### config.mk
export PLATFORM = sky130hd
export DESIGN_NAME = ctl_missile_pool_flat
export DESIGN_NICKNAME = d
export VERILOG_FILES = /design/src/rtl/ctl_missile_pool_if.sv /design/src/rtl/ctl_missile_pool.sv /design/src/flat_wrapper.sv
export SDC_FILE = /design/constraint.sdc
export NUM_CORES = 1
export LEC_CHECK = 0
export BUFFER_PORTS_ARGS = -buffer_cell sky130_fd_sc_hd__buf_2
export CORE_AREA = 2 2 131 133
export CTS_BUF_LIST = sky130_fd_sc_hd__clkbuf_16
export DETAILED_ROUTE_END_ITERATION = 10
export DIE_AREA = 0 0 133 135
export PLACE_DENSITY_LB_ADDON = 0.05
export SYNTH_ARGS = -nofsm -noshare
export SYNTH_HDL_FRONTEND = slang
export SYNTH_SLANG_ARGS = --single-unit
### constraint.sdc
create_clock -name pclk -period 2.5 [get_ports pclk]
set_input_delay 0.375 -clock pclk [delete_from_list [all_inputs] [get_ports pclk]]
set_output_delay 0.375 -clock pclk [all_outputs]
set_load 0.005 [all_outputs]
### src/rtl/ctl_missile_pool_if.sv
// Enemy-control / draw-side bundle for the missile pool.
// Latency: none, wires only. Outputs are registered inside the pool.
// Backpressure: none. A fire with no free slot is reported on fire_drop.
interface ctl_missile_pool_if #(
  parameter int N_MISSILES = 4,
  parameter int POS_W      = 12
);
  logic                        fire;
  logic                        enemy_alive;
  logic                        freeze;
  logic [POS_W-1:0]            xpos_in;
  logic [POS_W-1:0]            ypos_in;
  logic [N_MISSILES-1:0]       hit;
  logic [N_MISSILES*POS_W-1:0] xpos_out;
  logic [N_MISSILES*POS_W-1:0] ypos_out;
  logic [N_MISSILES-1:0]       on_out;
  logic                        fire_ack;
  logic                        fire_drop;

  // Enemy control and collision logic drive the requests and see the pool state.
  modport master (
    output fire, enemy_alive, freeze, xpos_in, ypos_in, hit,
    input  xpos_out, ypos_out, on_out, fire_ack, fire_drop
  );

  // The pool itself.
  modport slave (
    input  fire, enemy_alive, freeze, xpos_in, ypos_in, hit,
    output xpos_out, ypos_out, on_out, fire_ack, fire_drop
  );
endinterface

### src/rtl/ctl_missile_pool.sv
// Pool of N enemy missiles: launch into the lowest free slot, fall per tick, retire on hit/bottom.
// Latency: fire sampled at t is answered by fire_ack/fire_drop and slot state at t+1.
// Backpressure: none. A fire with all slots busy is dropped and flagged with fire_drop.
module ctl_missile_pool #(
  parameter int N_MISSILES = 4,
  parameter int POS_W      = 12,
  parameter int STEP_DIV   = 90000,
  parameter int Y_STEP     = 1,
  parameter int Y_MAX      = 768,
  parameter int COOLDOWN   = 0
) (
  input  logic pclk,
  input  logic rst,
  ctl_missile_pool_if.slave bus
);

  localparam int CNT_W  = (STEP_DIV > 1) ? $clog2(STEP_DIV) : 1;
  localparam int CD_W   = (COOLDOWN > 0) ? $clog2(COOLDOWN + 1) : 1;
  localparam int SLOT_W = (N_MISSILES > 1) ? $clog2(N_MISSILES) : 1;

  localparam logic [CNT_W-1:0] CNT_LAST = CNT_W'(STEP_DIV - 1);
  localparam logic [CD_W-1:0]  CD_LOAD  = CD_W'(COOLDOWN);
  localparam logic [POS_W:0]   Y_STEP_W = (POS_W + 1)'(Y_STEP);
  localparam logic [POS_W:0]   Y_MAX_W  = (POS_W + 1)'(Y_MAX);

  typedef enum logic [1:0] {
    S_IDLE   = 2'd0,
    S_LAUNCH = 2'd1,
    S_FLY    = 2'd2
  } slot_state_e;

  slot_state_e           state_q [N_MISSILES];
  slot_state_e           state_d [N_MISSILES];
  logic [POS_W-1:0]      x_q     [N_MISSILES];
  logic [POS_W-1:0]      x_d     [N_MISSILES];
  logic [POS_W-1:0]      y_q     [N_MISSILES];
  logic [POS_W-1:0]      y_d     [N_MISSILES];
  logic [POS_W:0]        y_next  [N_MISSILES];
  logic [N_MISSILES-1:0] on_q, on_d;
  logic                  ack_q, ack_d;
  logic                  drop_q, drop_d;
  logic [CNT_W-1:0]      cnt_q, cnt_d;
  logic [CD_W-1:0]       cd_q, cd_d;

  logic                  tick;
  logic                  fire_ok;
  logic                  free_found;
  logic                  accept;
  logic [SLOT_W-1:0]     alloc_idx;

  // Motion tick, slot allocation, fire ack/drop and cooldown next-state.
  always_comb begin
    tick       = (cnt_q == CNT_LAST) && !bus.freeze;
    cnt_d      = cnt_q;
    free_found = 1'b0;
    alloc_idx  = '0;
    if (!bus.freeze) begin
      cnt_d = (cnt_q == CNT_LAST) ? '0 : cnt_q + 1'b1;
    end
    // Lowest-index idle slot wins; a slot retiring this cycle is not idle yet.
    for (int k = 0; k < N_MISSILES; k++) begin
      if (state_q[k] == S_IDLE && !free_found) begin
        free_found = 1'b1;
        alloc_idx  = SLOT_W'(k);
      end
    end
    fire_ok = bus.fire && bus.enemy_alive && (cd_q == '0);
    accept  = fire_ok && free_found;
    ack_d   = accept;
    drop_d  = fire_ok && !free_found;
    // Cooldown runs on the raw clock, freeze does not pause it.
    if (accept)          cd_d = CD_LOAD;
    else if (cd_q != '0) cd_d = cd_q - 1'b1;
    else                 cd_d = cd_q;
  end

  // Per-slot state machines: launch, fall on tick, retire on hit or bottom.
  always_comb begin
    for (int k = 0; k < N_MISSILES; k++) begin
      state_d[k] = state_q[k];
      x_d[k]     = x_q[k];
      y_d[k]     = y_q[k];
      y_next[k]  = {1'b0, y_q[k]} + Y_STEP_W;
      case (state_q[k])
        S_IDLE: begin
          if (accept && alloc_idx == SLOT_W'(k)) begin
            state_d[k] = S_LAUNCH;
            x_d[k]     = bus.xpos_in;
            y_d[k]     = bus.ypos_in;
          end
        end
        S_LAUNCH: begin
          state_d[k] = bus.hit[k] ? S_IDLE : S_FLY;
        end
        S_FLY: begin
          // Hit beats a coincident tick, so the collision y is kept.
          if (bus.hit[k]) begin
            state_d[k] = S_IDLE;
          end else if (tick) begin
            if (y_next[k][POS_W] || y_next[k] >= Y_MAX_W) state_d[k] = S_IDLE;
            else                                         y_d[k]     = y_next[k][POS_W-1:0];
          end
        end
        default: state_d[k] = S_IDLE;
      endcase
      on_d[k] = (state_d[k] != S_IDLE);
    end
  end

  // State registers; reset clears slots, counters and any pending pulse.
  always_ff @(posedge pclk or negedge rst) begin
    if (!rst) begin
      for (int k = 0; k < N_MISSILES; k++) begin
        state_q[k] <= S_IDLE;
        x_q[k]     <= '0;
        y_q[k]     <= '0;
      end
      on_q   <= '0;
      ack_q  <= 1'b0;
      drop_q <= 1'b0;
      cnt_q  <= '0;
      cd_q   <= '0;
    end else begin
      for (int k = 0; k < N_MISSILES; k++) begin
        state_q[k] <= state_d[k];
        x_q[k]     <= x_d[k];
        y_q[k]     <= y_d[k];
      end
      on_q   <= on_d;
      ack_q  <= ack_d;
      drop_q <= drop_d;
      cnt_q  <= cnt_d;
      cd_q   <= cd_d;
    end
  end

  logic [N_MISSILES*POS_W-1:0] x_pk, y_pk;

  // Pack slot coordinates, slot k at bits [k*POS_W +: POS_W].
  always_comb begin
    x_pk = '0;
    y_pk = '0;
    for (int k = 0; k < N_MISSILES; k++) begin
      x_pk[k*POS_W +: POS_W] = x_q[k];
      y_pk[k*POS_W +: POS_W] = y_q[k];
    end
  end

  assign bus.xpos_out  = x_pk;
  assign bus.ypos_out  = y_pk;
  assign bus.on_out    = on_q;
  assign bus.fire_ack  = ack_q;
  assign bus.fire_drop = drop_q;

endmodule

### src/flat_wrapper.sv
// flat-port wrapper written by rule: the top's interface ports become plain ports
module ctl_missile_pool_flat 
#(
  parameter int N_MISSILES = 4,
  parameter int POS_W      = 12,
  parameter int STEP_DIV   = 90000,
  parameter int Y_STEP     = 1,
  parameter int Y_MAX      = 768,
  parameter int COOLDOWN   = 0
)
  (pclk, rst, bus_fire, bus_enemy_alive, bus_freeze, bus_xpos_in, bus_ypos_in, bus_hit, bus_xpos_out, bus_ypos_out, bus_on_out, bus_fire_ack, bus_fire_drop);
  ctl_missile_pool_if #(.N_MISSILES(N_MISSILES), .POS_W(POS_W)) bus_i ();
  input  logic pclk;
  input  logic rst;
  input wire logic [$bits(bus_i.fire)-1:0] bus_fire;
  input wire logic [$bits(bus_i.enemy_alive)-1:0] bus_enemy_alive;
  input wire logic [$bits(bus_i.freeze)-1:0] bus_freeze;
  input wire logic [$bits(bus_i.xpos_in)-1:0] bus_xpos_in;
  input wire logic [$bits(bus_i.ypos_in)-1:0] bus_ypos_in;
  input wire logic [$bits(bus_i.hit)-1:0] bus_hit;
  output wire logic [$bits(bus_i.xpos_out)-1:0] bus_xpos_out;
  output wire logic [$bits(bus_i.ypos_out)-1:0] bus_ypos_out;
  output wire logic [$bits(bus_i.on_out)-1:0] bus_on_out;
  output wire logic [$bits(bus_i.fire_ack)-1:0] bus_fire_ack;
  output wire logic [$bits(bus_i.fire_drop)-1:0] bus_fire_drop;
  assign bus_i.fire = bus_fire;
  assign bus_i.enemy_alive = bus_enemy_alive;
  assign bus_i.freeze = bus_freeze;
  assign bus_i.xpos_in = bus_xpos_in;
  assign bus_i.ypos_in = bus_ypos_in;
  assign bus_i.hit = bus_hit;
  assign bus_xpos_out = bus_i.xpos_out;
  assign bus_ypos_out = bus_i.ypos_out;
  assign bus_on_out = bus_i.on_out;
  assign bus_fire_ack = bus_i.fire_ack;
  assign bus_fire_drop = bus_i.fire_drop;
  ctl_missile_pool #(.N_MISSILES(N_MISSILES), .POS_W(POS_W), .STEP_DIV(STEP_DIV), .Y_STEP(Y_STEP), .Y_MAX(Y_MAX), .COOLDOWN(COOLDOWN)) u_core (.pclk(pclk), .rst(rst), .bus(bus_i));
endmodule
==> results.md <==
- Counting along the longest clock path gives a buffer depth of 2.
- The die covers 18,000 um^2.
- The clock reaches the later pin of the worst-skew pair after 0.42 ns.
- In this run the static leakage power is 4.10 nW.
- Along the worst path, the maximum fanout reaches 7.
- The kind of start point of the critical path is a flip-flop.
- Summed over all layers, the global routing overflow is 0.
- The vertical die dimension is around 140 um.
- Port buffering added approximately 130 buffers.
- The clock-pin slew on the worst setup and hold paths is 0.06 ns.
- The clock tree skew after final layout is 0.0116 ns.
- The number of antenna diodes in the final layout is 0.
- Dividing the detail-routed via count by the number of cells gives between 5 and 6.
- The number of standard-cell rows in the floorplan is between 40 and 50.
- Sequential cells were found to cover roughly half of the synthesized design area.
- The minimum hold slack is 0.159 ns.
- Counting I/O delays and the setup requirement, the final critical path takes between 2 and 2.5 ns.
- A synthesized cell averages 8.68 um^2.
- The buffer cell driving the clock tree root is sky130_fd_sc_hd__clkbuf_16.
- For this block, the initial DRC count from the detailed router was about 450.
- Setup repair after global routing could not meet its margin everywhere.
- The number of global-route vias before repair is 6,244.
- The largest individual stage delay along the critical path comes from the cell sky130_fd_sc_hd__or4_4.
- The core area is between 15,000 and 20,000 um^2.
- The tool flagged a number of max-cap violations equal to 0.
- The largest net degree at the start of global routing is 44.
- The synthesized cell area is approximately 6500 um^2.
- The number of standard cells in the final layout excluding fillers is 1,156.
- Setup violations remaining at the end of the flow were counted as 0.
- The count of unique library cells instantiated by Yosys is between 50 and 60.
- The signal on the critical path passes through ha_1 -> and4b_1 -> nand2b_1 -> or3_4 -> or4_4 -> o211ai_2 -> o211ai_1.
- The placement-stage cell area is approximately 7700 um^2.
- Once detail routing completed, the nets flagged for antenna violations numbered 0.
- The slew at the pin closest to its max-slew limit is between 0.8 and 0.9 ns.
- After synthesis the netlist holds a flip-flop and latch count of between 100 and 150.
- The worst setup path is captured at a flip-flop.
- Counting tap cells, the placed design contains a total of 1,120 instances.
- The number of H-tree levels is 4.
- Across all setup checks in the final design, the least slack found is between 0.1 and 0.15 ns.
- Across all layers, the routed design uses approximately 6,500 vias.
- By area, the combinational part of the netlist is dominated by simple AND/OR/NAND/NOR gates.
- The final wirelength is between 20,000 and 25,000 um.
- The floorplan step set the die width to around 130 um.
- The fraction of the mapped netlist area in compound gates is a little over an eighth.
- Measured against its own limit, the worst slew margin works out to about 44%.
- The critical path data required time is about 2.8 ns.
- The final routed wire length divided by cell count is around 18 um.
- The number of endpoints with negative hold slack in the final report is 0.
- Of the total synthesized cell area, the portion taken by AND, OR, NAND and NOR gates is between 30% and 40%.
- Clock tree synthesis inserted a total of 17 buffers.
- The post-synthesis adder-cell area fraction is less than 1%.
- IR analysis of the VDD net gives a maximum drop of 0.435 mV.
- The area growth from synthesis to layout is 27.8%.
- The min-delay analysis places its worst path in the category input port to flip-flop.
- The worst setup path category is flip-flop to flip-flop.
- The CTS tree is built.
- The final critical-path share of the clock period is a little over nine tenths.
- The cell area after layout is ~8400 um^2.
- For this run, the detailed router's first-pass iteration total came to 5.
- The flow ran to the end, and the final reports show no timing, DRC or antenna violations.
- On the worst path, the slowest cell contributes a delay of about 0.56 ns.
- The first global-routing pass estimated approximately 34,000 um of wire.
- Pin placement for this block handled ~140 I/O pins.
- After filler insertion, the fill cell instance count of the layout stands at between 1,500 and 2,000.
- Of all flip-flops after synthesis, the portion carrying an async set or reset was 100%.
- The data arrival time of the critical path is approximately 2.7 ns.
- The minimum setup slack after placement is 0.0319 ns.
- The placer's final routability congestion estimate is approximately 0.91.
- The fraction of layout cells with a size suffix above 1 is 24.7%.
- Summing the areas of all xor and xnor instances in the mapped netlist gives under 10% of the synthesized area.
- Based on the critical path, the design can be clocked at up to around 420 MHz.
- The detailed-placement wirelength estimate is approximately 15,000 um.
- The count of clock tree sinks is between 100 and 150.
- In the routed design, unresolved DRC markers number 0.
- In the synthesized netlist the dominant register cell turns out to be sky130_fd_sc_hd__dfrtp_1.
- The mux share of post-synthesis cell area is 1.59%.
- Power spread over the standard cell area amounts to ~820 nW/um^2.
- The initial utilization of the core area, before any placement, comes to between 30% and 40%.
- The total nets after synthesis is approximately 800.
- The gate count of the mapped netlist is between 700 and 800.
- Counting flops with a built-in enable in the synthesized netlist gives 0.
- The count of final max-slew check failures was 0.
- The final layout contains just under 1,000 nets.
- The number of antenna violations at the first check in global routing is 0.
- The warning count from the yosys run is 0.
- The total global-route track usage is between 20 and 25%.
==> metal layers <==
layer,vias to the layer above,share of wire (%),track usage [%]
met3,38,6.6,6.94
met4,0,3.4,11.1
met1,3176,45,31.6
met2,238,45,36.8
met5,-,0,0
li1,3016,-,-
==> cells by family after synthesis <==
logic type | count (synthesis)
AOI/OAI and AO/OA | 126
adders and majority gates | 5
DFF | 127
xor gates and xnor gates | 12
buffers and inverters | 43
and+or+nand+nor | 430
muxes | 10
==> registers in the layout, summed over array words and instances, names as in the netlist <==
| name | count |
|---|---|
| u_core.bus.fire_ack | 1 |
| u_core.bus.fire_drop | 1 |
| u_core.bus.on_out | 4 |
| u_core.bus.xpos_out | 48 |
| u_core.bus.ypos_out | 48 |
| u_core.cnt_q | 17 |
| u_core.state_q | 8 |
==> timing repair <==
| action | CTS | global route |
|---|---|---|
| hold endpoints to repair | 32 | 0 |
| resized for setup | 0 | 9 |
| setup endpoints to repair | 0 | 26 |
| buffers inserted | 0 | 3 |
| hold buffers | 1 | 0 |
==> worst max-delay path, delay by kind of cell (launching register included) <==
family | cells | cell delay [ns]
and+or+nand+nor | 4 | 1.38
DFF | 1 | 0.38
AOI/OAI and AO/OA | 2 | 0.29
adders and majority gates | 1 | 0.19
==> layout by cell type (no fill, tap or decap), drive strengths merged, types with 7 or more instances in the layout <==
cell type	netlist	final
nand4	21	21
nand2	205	205
nor3	21	21
a211oi	13	13
a311oi	9	9
nand2b	17	17
clkbuf	23	17
nor4	7	7
nand3	27	27
mux2i	7	7
clkinv	0	7
o21ai	24	24
a21oi	17	17
xnor2	7	7
buf	10	183
and4	9	9
inv	10	11
dfrtp	127	127
a41oi	7	7
nor2	68	68
a31oi	14	14
and3	19	19
==> path summary, 6_finish.rpt <==
| check | start | to | slack, ns | depth (start not counted) |
|---|---|---|---|---|
| hold reg to reg | u_core.bus.xpos_out[38] | u_core.bus.xpos_out[38] | 0.47 | 2 |
| max in group asynchronous | rst | u_core.bus.xpos_out[21] | 1.24 | 4 |
| hold / removal | bus_hit[1] | u_core.state_q[5] | 0.16 | 2 |
| min in group asynchronous | rst | u_core.bus.ypos_out[3] | 0.47 | 2 |
| setup / recovery | u_core.cnt_q[0] | u_core.bus.ypos_out[41] | 0.13 | 7 |
| setup reg to reg | u_core.cnt_q[0] | u_core.bus.ypos_out[41] | 0.13 | 7 |
==> stage by stage <==
step           power, mW  util, %  setup TNS [ns]
2_1_floorplan       3.58        -               0
3_3_place_gp        4.38     47.1               0
3_5_place_dp        4.42     47.1               0
4_1_cts             6.85     50.6               0
5_1_grt             7.24     50.9        -0.00441
6_report            6.83     50.9               0
==> power by group <==
part	leakage (nW)	internal, mW	total (mW)	switching, mW
clock network	0.266	1.46	2.41	0.951
logic	2.19	0.727	1.60	0.875
registers	1.64	2.44	2.83	0.383
==> synthesized netlist by cell type, types with 9 or more instances <==
master                       n  area (um^2)
sky130_fd_sc_hd__a211oi_1   13         97.6
sky130_fd_sc_hd__a21oi_1    17         85.1
sky130_fd_sc_hd__a311oi_1    9         78.8
sky130_fd_sc_hd__a31oi_1    14         87.6
sky130_fd_sc_hd__and3_1     19          119
sky130_fd_sc_hd__and4_1      9         78.8
sky130_fd_sc_hd__clkbuf_1   23         86.3
sky130_fd_sc_hd__dfrtp_1   127         3180
sky130_fd_sc_hd__inv_1      10         37.5
sky130_fd_sc_hd__nand2_1   205          769
sky130_fd_sc_hd__nand2b_1   17          106
sky130_fd_sc_hd__nand3_1    27          135
sky130_fd_sc_hd__nand4_1    21          131
sky130_fd_sc_hd__nor2_1     68          255
sky130_fd_sc_hd__nor3_1     21          105
sky130_fd_sc_hd__o21ai_0    24          120
==> layout make-up <==
| type | instances | area [um^2] | share of cell area (%) |
|---|---|---|---|
| tap | 220 | 275 | 3.29 |
| timing repair buffer | 184 | 1080 | 12.9 |
| sequential | 127 | 3180 | 38.0 |
| inverter | 10 | 37.5 | 0.449 |
| clock inverter | 15 | 146 | 1.75 |
| multi-input combinational | 583 | 3220 | 38.5 |
| clock buffer | 17 | 425 | 5.09 |
No activity file was read; power rests on OpenSTA's default activity.
